File: src/rtl/vector_memory_sequencer_pkg.sv
// Shared CPU definitions for the vector memory sequencer: geometry, state encoding
// and the lane address helper.
package vector_memory_sequencer_pkg;

    localparam int unsigned VMS_LANES      = 16;
    localparam int unsigned VMS_LANE_WIDTH = 8;
    localparam int unsigned VMS_VEC_WIDTH  = 128;
    localparam int unsigned VMS_ADDR_WIDTH = 8;

    typedef enum logic [2:0] {
        IDLE      = 3'd0,
        STORE     = 3'd1,
        LOAD      = 3'd2,
        LOAD_LAST = 3'd3,
        DONE      = 3'd4
    } vms_state_e;

    // Lane address wraps modulo the data-memory size.
    function automatic logic [VMS_ADDR_WIDTH-1:0] vms_lane_addr(
        input logic [VMS_ADDR_WIDTH-1:0] base,
        input logic [VMS_ADDR_WIDTH-1:0] offset
    );
        return base + offset;
    endfunction

endpackage

File: src/rtl/vector_memory_sequencer.sv
// Sequences a 128-bit vector load/store as one data-memory access per lane while
// stalling the pipeline; scalar accesses pass straight through when idle.
module vector_memory_sequencer
    import vector_memory_sequencer_pkg::*;
#(
    parameter int unsigned LANES      = VMS_LANES,
    parameter int unsigned LANE_WIDTH = VMS_LANE_WIDTH
) (
    input  logic                        clk,
    input  logic                        reset,
    input  logic                        start_vector_load,
    input  logic                        start_vector_store,
    input  logic [VMS_ADDR_WIDTH-1:0]   base_address,
    input  logic [LANES*LANE_WIDTH-1:0] store_vector,
    input  logic [VMS_ADDR_WIDTH-1:0]   scalar_address,
    input  logic [LANE_WIDTH-1:0]       scalar_wdata,
    input  logic                        scalar_we,
    input  logic [LANE_WIDTH-1:0]       mem_rdata,
    output logic [VMS_ADDR_WIDTH-1:0]   mem_address,
    output logic [LANE_WIDTH-1:0]       mem_wdata,
    output logic                        mem_we,
    output logic                        stall,
    output logic [LANES*LANE_WIDTH-1:0] load_vector,
    output logic                        load_valid
);

    localparam int unsigned           CNT_WIDTH = (LANES > 1) ? $clog2(LANES) : 1;
    localparam logic [CNT_WIDTH-1:0]  LAST_LANE = CNT_WIDTH'(LANES - 1);

    typedef logic [LANES-1:0][LANE_WIDTH-1:0] lanes_t;

    vms_state_e                r_state;
    logic [CNT_WIDTH-1:0]      r_count;
    logic [VMS_ADDR_WIDTH-1:0] r_base;
    lanes_t                    r_store_data;
    lanes_t                    r_load_buf;
    lanes_t                    r_load_vector;
    logic                      r_load_valid;

    logic                      w_start;
    logic [CNT_WIDTH-1:0]      w_prev_lane;
    logic [VMS_ADDR_WIDTH-1:0] w_lane_addr;
    lanes_t                    w_load_final;

    assign w_start     = start_vector_load | start_vector_store;
    assign w_prev_lane = r_count - CNT_WIDTH'(1);
    assign w_lane_addr = vms_lane_addr(r_base, VMS_ADDR_WIDTH'(r_count));

    // Read data trails the address by one cycle, so the final lane arrives in LOAD_LAST.
    always_comb begin
        w_load_final            = r_load_buf;
        w_load_final[LAST_LANE] = mem_rdata;
    end

    always_ff @(posedge clk or posedge reset) begin
        if (reset) begin
            r_state       <= IDLE;
            r_count       <= '0;
            r_base        <= '0;
            r_store_data  <= '0;
            r_load_buf    <= '0;
            r_load_vector <= '0;
            r_load_valid  <= 1'b0;
        end else begin
            r_load_valid <= 1'b0;
            case (r_state)
                IDLE: begin
                    r_count <= '0;
                    if (w_start) begin
                        r_base       <= base_address;
                        r_store_data <= store_vector;
                    end
                    if (start_vector_store) begin
                        r_state <= STORE;
                    end else if (start_vector_load) begin
                        r_state <= LOAD;
                    end
                end
                STORE: begin
                    r_count <= r_count + CNT_WIDTH'(1);
                    if (r_count == LAST_LANE) begin
                        r_state <= DONE;
                    end
                end
                LOAD: begin
                    if (r_count != '0) begin
                        r_load_buf[w_prev_lane] <= mem_rdata;
                    end
                    r_count <= r_count + CNT_WIDTH'(1);
                    if (r_count == LAST_LANE) begin
                        r_state <= LOAD_LAST;
                    end
                end
                LOAD_LAST: begin
                    r_load_vector <= w_load_final;
                    r_load_valid  <= 1'b1;
                    r_state       <= DONE;
                end
                DONE: begin
                    r_state <= IDLE;
                end
                default: begin
                    r_state <= IDLE;
                end
            endcase
        end
    end

    // Memory port steering; reset forces the port quiet regardless of scalar inputs.
    always_comb begin
        mem_address = '0;
        mem_wdata   = '0;
        mem_we      = 1'b0;
        stall       = 1'b0;
        case (r_state)
            IDLE: begin
                mem_address = scalar_address;
                mem_wdata   = scalar_wdata;
                mem_we      = scalar_we;
                stall       = w_start;
            end
            STORE: begin
                mem_address = w_lane_addr;
                mem_wdata   = r_store_data[r_count];
                mem_we      = 1'b1;
                stall       = 1'b1;
            end
            LOAD, LOAD_LAST: begin
                mem_address = w_lane_addr;
                stall       = 1'b1;
            end
            DONE: begin
                mem_address = scalar_address;
                mem_wdata   = scalar_wdata;
                mem_we      = scalar_we;
            end
            default: begin
                stall = 1'b0;
            end
        endcase
        if (reset) begin
            mem_address = '0;
            mem_wdata   = '0;
            mem_we      = 1'b0;
            stall       = 1'b0;
        end
    end

    assign load_vector = r_load_vector;
    assign load_valid  = r_load_valid;

endmodule

File: config.mk
export PLATFORM = sky130hd
export DESIGN_NAME = vector_memory_sequencer
export DESIGN_NICKNAME = d
export VERILOG_FILES = /design/src/rtl/vector_memory_sequencer_pkg.sv /design/src/rtl/vector_memory_sequencer.sv
export SDC_FILE = /design/constraint.sdc
export NUM_CORES = 1
export LEC_CHECK = 0
export ABC_CLOCK_PERIOD_IN_PS = 16900
export CAP_MARGIN = 0
export CORE_AREA = 4 4 192 194
export DETAILED_ROUTE_END_ITERATION = 7
export DIE_AREA = 0 0 196 198
export PLACE_DENSITY = 0.76
export SETUP_SLACK_MARGIN = 0.1
export SYNTH_ARGS = -nofsm -noshare
export SYNTH_HDL_FRONTEND = slang
export SYNTH_SLANG_ARGS = --single-unit
File: constraint.sdc
create_clock -name clk -period 16.9 [get_ports clk]
set_clock_uncertainty 0.2 [all_clocks]
set_input_delay 5.07 -clock clk [delete_from_list [all_inputs] [get_ports clk]]
set_output_delay 5.07 -clock clk [all_outputs]
set_load 0.02 [all_outputs]
# Yosys cells after proc, flatten, opt, wreduce, memory -nomap -nowiden
# Index checks and enable logic that the tools add are counted.
dict set report totals {
  register_bits 400
  in_bits 165
  out_inout_bits 147
  word_cells 97
}
dict set report op_classes {
  addsub 3
  magnitude_cmp 3
  eq_ne 8
  muxes 20
  bitwise_logic 1
  n_reduce_logical 10
}
# op n
set op_table {}
lappend op_table {{128-bit bitwise mux} 1}
lappend op_table {{8-bit binary-select mux with 4-bit select} 1}
lappend op_table {{8-bit demux with 4-bit select} 1}
lappend op_table {{8-bit two-way mux} 4}
lappend op_table {{8-bit case mux with 2 select lines} 2}
lappend op_table {{3-bit two-way mux} 4}
lappend op_table {{3-bit case mux with 4 select lines} 1}
lappend op_table {{4-bit by 5-bit less-than comparator with 1-bit output, second input constant} 2}
lappend op_table {{8-bit by 4-bit adder with 8-bit output} 1}
lappend op_table {{4-bit case mux with 2 select lines} 1}
lappend op_table {{3-bit by 2-bit == test with 1-bit output, second input constant} 2}
lappend op_table {{4-bit by 1-bit adder with 4-bit output, second input constant} 1}
lappend op_table {{4-bit == test, second input constant} 1}
lappend op_table {{4-bit by 1-bit >= comparator with 1-bit output, second input constant} 1}
lappend op_table {{2-bit != test, second input constant} 2}
lappend op_table {{1-bit case mux with 2 select lines} 2}
lappend op_table {{2-bit AND reduction} 2}
lappend op_table {{4-bit nonzero test} 1}
lappend op_table {{2-bit OR reduction} 2}
lappend op_table {{4-bit by 1-bit subtractor with 4-bit output, second input constant} 1}
lappend op_table {{3-bit by 1-bit == test with 1-bit output, second input constant} 1}
lappend op_table {{3-bit == test, second input constant} 1}
lappend op_table {{3-bit logical NOT} 1}
lappend op_table {{1-bit two-way mux} 3}
lappend op_table {{other kinds (6)} 6}

# Logic depth before layout (Yosys ltp)
# Gate-level depths: netlist of the first run.
dict set report logic_depth {
  ltp_word 6
  depth_mapped 9
  ltp_nobuf 7
}

# Worst setup path before layout of the first run
# OpenSTA, ideal clock, no wires.
dict set report synth_timing {
  path_type {input-to-output}
  start {input port reset}
  end {output port mem_wdata[2]}
  t_arrival_ps 6341
  t_required_ps 11630
  path_slack_ps 5289
  stages 4
  n_path_buf 1
  path_cell_list {clkbuf_1 nor4_1 a22oi_1 o21ai_0}
}
dict set report synth_between {
  elab_chain_len 1
}
# element line
set synth_rtl {}
lappend synth_rtl {{from (decl)} vector_memory_sequencer.sv:10} ;# input logic reset,
lappend synth_rtl {{8-bit two-way mux} vector_memory_sequencer.sv:141} ;# if (reset) begin
lappend synth_rtl {{to (decl)} vector_memory_sequencer.sv:20} ;# output logic [LANE_WIDTH-1:0] mem_wdata,
# Every way passes these cells.

# Final worst setup path of the first run
dict set report layout_timing {
  start {input port reset}
  end {output port mem_wdata[0]}
}
# Same word-level chain as after synthesis.

==> impl_summary.md, run 1 <==
Setup path
The arrival time at the worst endpoint is 7790 ps. The worst setup path is captured at an output pin. Walking the worst path, the cells encountered are clkdlybuf4s50_1, or4_1, nor2_1, a22oi_1, nand2_1, clkdlybuf4s50_1. The worst setup path is launched from an input pin.

The highest cell delay on the worst timing path is 770 ps. The type of the worst setup path is input pin to output pin. For flop-to-flop paths, the worst setup slack is 13260 ps. Along the worst path, the maximum fanout reaches 10. The slowest stage of the critical path belongs to the cell sky130_fd_sc_hd__clkdlybuf4s50_1. Among the stages of the critical path, the cell type that occurs most often is sky130_fd_sc_hd__clkdlybuf4s50_1. At the worst endpoint, the required time is between 10000 and 15000 ps.

Floorplanning
The full die area is 38800 sq um. The number of rows created at floorplan is 69. The die span in y is 198 um. The core box area is 35200 sq um. The starting density of the core is 46.7%. The overall die width is 196 um. The number of top-level pins is 312.

Clocking
TritonCTS built the clock tree. The maximum buffer depth of the clock tree is 3. The clock input transition at the sequential cells of the worst setup and hold paths is 60 ps.

The clock root buffer master is sky130_fd_sc_hd__clkbuf_16. The post-cts repair resize count is 0. In this run, CTS created clock tree buffers numbering 41. The number of hold buffers added after cts is 0. The maximum level of the CTS H-tree is 2. For this design, the sink count on the clock tree is between 300 and 400.

After clock tree synthesis, the setup repair step added 0 buffers. The worst-skew pair later-pin latency is 540 ps.

Synthesis
The proportion of synthesized flip-flops having asynchronous set or reset is 100%. The flop and latch count out of synthesis is approximately 390. After synthesis, the largest family of logic cells by area is multiplexers. The cell area that synthesis handed to floorplanning was 16400 sq um.

Sequential elements use between 50 and 60% of the synthesized area. The primary flip-flop cell chosen by synthesis mapping is sky130_fd_sc_hd__dfrtp_1. In the post-synthesis netlist, the biggest area contributors are sky130_fd_sc_hd__dfrtp_1, sky130_fd_sc_hd__mux2_2, sky130_fd_sc_hd__nand2_1.

The fraction of the mapped netlist area in simple logic gates is 12.5%. The biggest area contributor in the post-synthesis netlist is sky130_fd_sc_hd__dfrtp_1. The fraction of synthesized cell area taken by the top area cell type is just under 60%. In this run, synthesis inferred 0 flip-flops with an integrated enable. The number of nets in the synthesized netlist is 1480. By instance count, the leading cell after synthesis is sky130_fd_sc_hd__nand2_1. Of the total synthesized cell area, the portion taken by full adders, half adders and majority gates is 0.944%. The count of unique library cells instantiated by Yosys is 48. The share of synthesized area spent on multiplexers is 22.1%. The synthesized netlist devotes ~2.2% of its cell area to compound gates. The synthesized netlist devotes less than 1% of its cell area to XOR and XNOR gates.

Synthesis handed over a netlist of around 1300 instances. During synthesis, Yosys emitted a total of 0 warnings. Ranked by instance count, the synthesized netlist is headed by sky130_fd_sc_hd__nand2_1, sky130_fd_sc_hd__dfrtp_1, sky130_fd_sc_hd__mux2_2, sky130_fd_sc_hd__mux4_2, sky130_fd_sc_hd__buf_2. The average instance area after synthesis is 12.6 sq um.

Routing
The first detailed-routing pass took 5 iterations. In this run, the number of DRC markers left after iteration 0 of detailed routing was approximately 660. Dividing the detail-routed wire length by the instance count gives between 15 and 20 um. The post-route DRC violation count is 0.

The average via count per standard cell is 5.23. The number of nets with antenna violations after routing is 0. The total via count after detailed routing is 10900. The routed design has 41.6 mm of wire.

Layout
The number of diodes added for antenna fixing is 0. The net total in the final layout is roughly 1800. Cells with a size suffix above 1 make up a little under a quarter of the layout. The signed area change from the synthesized netlist to the final layout is 29.2%. The design area is 21200 sq um.

Fill cells in the final layout number 2754.

GRT
The number of global-route vias before repair came to 11300. The overall track demand over capacity in global routing is about a fifth. Entering global routing, the biggest net connects 114 pins. The initial antenna violation count is 4. Global routing finished with a remaining overflow of 0. The first global-routing pass estimated 64.8 mm of wire.

Timing
The worst pin sits at a relative slew slack of about a fifth. The worst path uses around 77% of the clock period. The highest achievable clock rate is 76.6 MHz.

Setup violations remaining at the end of the flow were counted as 0. The number of pins exceeding their max-slew limit in the final report was 0. The slew at the pin closest to its max-slew limit is about 1200 ps. Counting I/O delays and the setup requirement, the final critical path takes ~13000 ps. The final setup slack of the worst path is between 3000 and 4000 ps. Setup repair after global routing left no endpoint under its margin. For the final routed database, the setup TNS stands at 0 ps.

The final hold violation count is 0.

Place
Detailed placement ended at an HPWL of 28.6 mm. The minimum setup slack after placement is 3790 ps. The count of input and output buffers is 311. At the end of routability-driven placement, the weighted congestion stood at 0.837. The placed standard-cell area is roughly 20000 sq um.

Hold path
The worst min-delay path class is register to register.

Power and ir drop
The power per standard cell area is 175 nW/um^2. The reported leakage power is 9.64 nW. IR analysis of the VDD net gives a maximum drop of 0.208 mV.

Run
The number of violations of the max-capacitance limit is 0.

Run status
The flow ran to the end, and the final reports show no timing, DRC or antenna violations.
-- state kept, by name (all words and copies together) (netlist names) --
signal	flops
load_valid	1
load_vector	128
r_base	8
r_count	4
r_load_buf	120
r_state	3
r_store_data	128
-- worst paths after layout --
kind	start	end	depth (start not counted)
max in group asynchronous	reset	load_vector[29]$_DFFE_PP0P_	4
max reg2reg	r_count[0]$_DFFE_PP0P_	r_load_buf[107]$_DFFE_PP0P_	8
max	reset	mem_wdata[0]	6
min	r_load_buf[106]$_DFFE_PP0P_	load_vector[106]$_DFFE_PP0P_	2
min reg2reg	r_load_buf[106]$_DFFE_PP0P_	load_vector[106]$_DFFE_PP0P_	2
min in group asynchronous	reset	r_base[4]$_DFFE_PP0P_	2
-- report_power, final --
part / switching (mW) / internal, mW / leakage, nW / total [mW]
logic: 0.702 / 0.705 / 4.10 / 1.41
registers: 0.187 / 1.25 / 4.91 / 1.43
clock network: 0.357 / 0.517 / 0.637 / 0.874
total: 1.25 / 2.47 / 9.64 / 3.72
-- cells by family after synthesis --
logic type               after synthesis
multiplexers                         290
flip-flops                           392
AND/OR/NAND/NOR                      477
buffers and inverters                 77
AO/OA/AOI/OAI                         49
XOR/XNOR                               7
adder cells (fa/ha/maj)               12
-- metal layers --
layer,wire [um],GRT usage (%),vias to the layer above
li1,-,-,4995
met1,17200,27.5,5529
met2,20300,36.0,343
met3,3440,6.40,54
met4,684,4.91,6
met5,41,0,-
-- cell type report --
class | instances | area [sq um] | area share, %
Timing Repair Buffer | 325 | 3220 | 15.2
Sequential cell | 392 | 9810 | 46.2
Tap cell | 461 | 577 | 2.72
Inverter | 9 | 43.8 | 0.206
Clock buffer | 60 | 1190 | 5.60
Clock inverter | 7 | 114 | 0.536
Multi-Input combinational cell | 835 | 6270 | 29.6
-- critical path: cells and delay by family --
| kind | cells | cell delay (ps) |
|---|---|---|
| buffers and inverters | 2 | 1390 |
| AND/OR/NAND/NOR | 3 | 1170 |
| AO/OA/AOI/OAI | 1 | 160 |
-- cell usage in the layout, fill, tap and decap left out, types with 12 or more instances in the layout --
master                            synthesis  routed
sky130_fd_sc_hd__nand2_1                424     424
sky130_fd_sc_hd__dfrtp_1                392     391
sky130_fd_sc_hd__clkdlybuf4s50_1          0     311
sky130_fd_sc_hd__mux2_2                 255     255
sky130_fd_sc_hd__clkbuf_16                0      42
sky130_fd_sc_hd__mux4_2                  32      32
sky130_fd_sc_hd__nor2_1                  14      14
sky130_fd_sc_hd__a22oi_1                 14      14
sky130_fd_sc_hd__buf_4                    5      14
sky130_fd_sc_hd__a21oi_1                 12      12
-- per-stage QoR --
stage                     util, %  hold slack [ps]  std cells  total power [mW]
after floorplan                 -              232       1304              2.32
after global placement       56.6              241       2022              2.83
after detailed placement     56.6              244       2022              2.87
after CTS                    60.3              257       2089              3.76
after global routing         60.3              275       2089              3.92
final                        60.3              257       2089              3.72
Power figures use the tool's default switching activity.
==> run 2, diff against run 1 <==
ABC_CLOCK_PERIOD_IN_PS = 11900   (was 16900)
clock period = 11.9 ns   (was 16.9 ns; I/O delays follow)
==> impl_summary.md, run 2 (synthesized netlist as in run 1, its figures left out) <==
Setup path
The end of the worst register-to-register path is r_load_buf[69]$_DFFE_PP0P_. The critical register-to-register path startpoint is r_count[0]$_DFFE_PP0P_. The worst setup path endpoint is mem_wdata[0].

The worst setup path is captured at an output pin. The critical path goes through clkdlybuf4s50_1, or4_1, nor2_1, a22oi_1, nand2_1, clkdlybuf4s50_1. The number of cells on the worst reg-to-reg path is 8.

The worst reg-to-reg setup slack is 8190 ps. The launch point of the worst path is reset. The most prevalent standard cell on the critical path is sky130_fd_sc_hd__clkdlybuf4s50_1. The largest driver fanout on the critical path is 10.

On the critical path, the stage with the largest delay is an instance of sky130_fd_sc_hd__clkdlybuf4s50_1. The worst setup path is of the input pin to output pin kind. The arrival time at the worst endpoint is about 6400 ps. In this design, the stage delay of the slowest critical-path cell is 780 ps. For the worst setup path, the data required time is around 8100 ps. STA classifies the critical path startpoint as an input pin.

GRT
The largest net degree at the start of global routing is 217. The initial antenna violation count is 4. The first global-routing pass estimated 65.4 mm of wire. The overall overflow remaining after global route is 0.

The number of global-route vias before repair was 11500. Global routing used 21.7% of the available tracks.

Floorplanning
The number of top-level pins is 312. The core box area is 35200 sq um. The starting density of the core is a little under half. The full die area is around 39000 sq um.

The die is 198 um tall. From left edge to right edge, the die measures 196 um. The number of rows created at floorplan is slightly below 70.

Routing
Dividing the detail-routed via count by the number of cells gives 5.27. The number of optimization iterations in the first detailed-route pass is 4. For this block, the initial DRC count from the detailed router was a little over 700. The post-route DRC violation count is 0. The total via count after detailed routing is 11000.

The detailed-route wire length is roughly 42 mm. The number of nets with antenna violations after routing is 0. The average wire per standard cell is ~20 um.

Timing
The slew at the pin closest to its max-slew limit is about 1200 ps. Setup repair after global routing left no endpoint under its margin. The final setup slack of the worst path is ~1700 ps. Setup violations remaining at the end of the flow were counted as 0.

Timing would allow up to 98.4 MHz. The final worst-path cycle share is 85.4%. The tightest hold path in the finished design has a slack of between 200 and 300 ps. The accumulated negative setup slack is 0 ps. The final hold violation count is 0. After layout, the minimum clock period comes to 10160 ps.

The tightest slew margin relative to the limit is between 10% and 20%. The number of pins exceeding their max-slew limit in the final report is 0.

Run
The number of violations of the max-capacitance limit is 0.

Clocking
Buffers inserted during clock tree synthesis total 41. The tree is rooted in a sky130_fd_sc_hd__clkbuf_16. The number of hold buffers added after cts is 0. Clock latency on the worst-skew pair, taken at its later pin, is 540 ps. The maximum buffer depth of the clock tree is 3. For this design, the sink count on the clock tree is 392. The maximum level of the CTS H-tree is 2. TritonCTS built the clock tree.

Clock-pin slew was measured on the worst setup and hold paths at 60 ps. Post-CTS timing repair inserted 0 buffers for setup. The post-cts repair resize count is 0.

Run status
The flow ran to the end, and the final reports show no timing, DRC or antenna violations.

Power and ir drop
For this design the ratio of total power to cell area is approximately 250 nW/um^2. The internal power component is between 3 and 4 mW. Sequential cells burn 38.2% of the power.

The switching share of power is 33.8%. In this run the static leakage power is 9.67 nW. Summed over all nets, the switching power comes to around 1.8 mW. The design draws 5.34 mW.

The clock network burns a little under a quarter of the power. VDD sags by at most 0.156 mV. The part of the power in combinational logic is 38.0%.

Layout
The repair_antennas step left the layout with diodes totalling 0. The design area is 21300 sq um. The signed area change from the synthesized netlist to the final layout is 29.5%. The layout cell share with drive strength beyond 1 is 24.2%.

Once layout is complete, the utilization of the core stands at roughly three fifths. The most frequent standard cell in the layout excluding fill and tap cells is sky130_fd_sc_hd__nand2_1. The net total in the final layout is 1780. Leaving out fill and tap cells, the most frequent cells in the layout are sky130_fd_sc_hd__nand2_1, sky130_fd_sc_hd__dfrtp_1, sky130_fd_sc_hd__clkdlybuf4s50_1.

For this run, the number of standard cells in the final layout without fillers is ~2100.

Place
Buffers placed on the I/O ports in this run total 311. Once placement finished, the instance area stood at approximately 20000 sq um. The placed wire-length estimate after detailed placement is 28.5 mm.

The weighted congestion reported at the end of routability-driven placement is 0.842. The number of placed instances, taps included, is 2022. At the placement stage, the worst setup path has a slack of 1770 ps.

Hold path
The path class of the tightest hold or removal check is register to register.
## run 2: cell types whose count changed in the layout (fill, tap and decap cells not counted), moves of 2 or more
cell                         delta
sky130_fd_sc_hd__clkbuf_8       +2
sky130_fd_sc_hd__clkbuf_1       -2
sky130_fd_sc_hd__clkinv_2       +2
sky130_fd_sc_hd__clkinv_4       +2
sky130_fd_sc_hd__clkinvlp_4     +2
## run 2: metal layers
layer	global-route usage, %	part of all wire [%]
met5	0	0.097
met4	6.98	2.7
met3	6.86	9.0
met2	35.9	48
met1	27.6	40
## run 2: worst max-delay path: cells and delay by family
| kind | cells | cell delay, ps |
|---|---|---|
| AO/OA/AOI/OAI | 1 | 150 |
| AND/OR/NAND/NOR | 3 | 1240 |
| buffers and inverters | 2 | 1420 |
## run 2: how the worst min path moves through the flow
stage / startpoint / endpoint / slack, ps / cells past startpoint
6_report: r_load_buf[83]$_DFFE_PP0P_ / load_vector[83]$_DFFE_PP0P_ / 260 / 2
5_1_grt: r_load_buf[2]$_DFFE_PP0P_ / load_vector[2]$_DFFE_PP0P_ / 280 / 2
4_1_cts: r_load_buf[88]$_DFFE_PP0P_ / load_vector[88]$_DFFE_PP0P_ / 260 / 2
3_5_place_dp: r_load_buf[3]$_DFFE_PP0P_ / load_vector[3]$_DFFE_PP0P_ / 250 / 2
3_3_place_gp: r_load_buf[3]$_DFFE_PP0P_ / load_vector[3]$_DFFE_PP0P_ / 240 / 2
2_1_floorplan: r_load_buf[113]$_DFFE_PP0P_ / load_vector[113]$_DFFE_PP0P_ / 230 / 2
## run 2: cell type report
class / instances / area [sq um]
fillers: 2767 / 13900
flip-flops and latches: 392 / 9810
multi-input cells: 835 / 6270
repair buffers: 325 / 3230
clock buffers: 61 / 1230
well taps: 461 / 577
clock inverters: 11 / 119
inverters: 9 / 40.0
## run 2: power by group through the flow
stage	Combinational, mW	Clock [mW]	Sequential (mW)
2_1_floorplan	1.16	0	2.14
3_3_place_gp	1.99	0	2.04
3_5_place_dp	2.04	0	2.06
4_1_cts	2.05	1.30	2.04
5_1_grt	2.18	1.36	2.09
6_report	2.03	1.27	2.04
==> run 3, diff against run 2 <==
SETUP_SLACK_MARGIN = default   (was 0.1)
==> results of run 3 <==
Same layout as run 2: the final DEF is identical, and so are final timing and power.
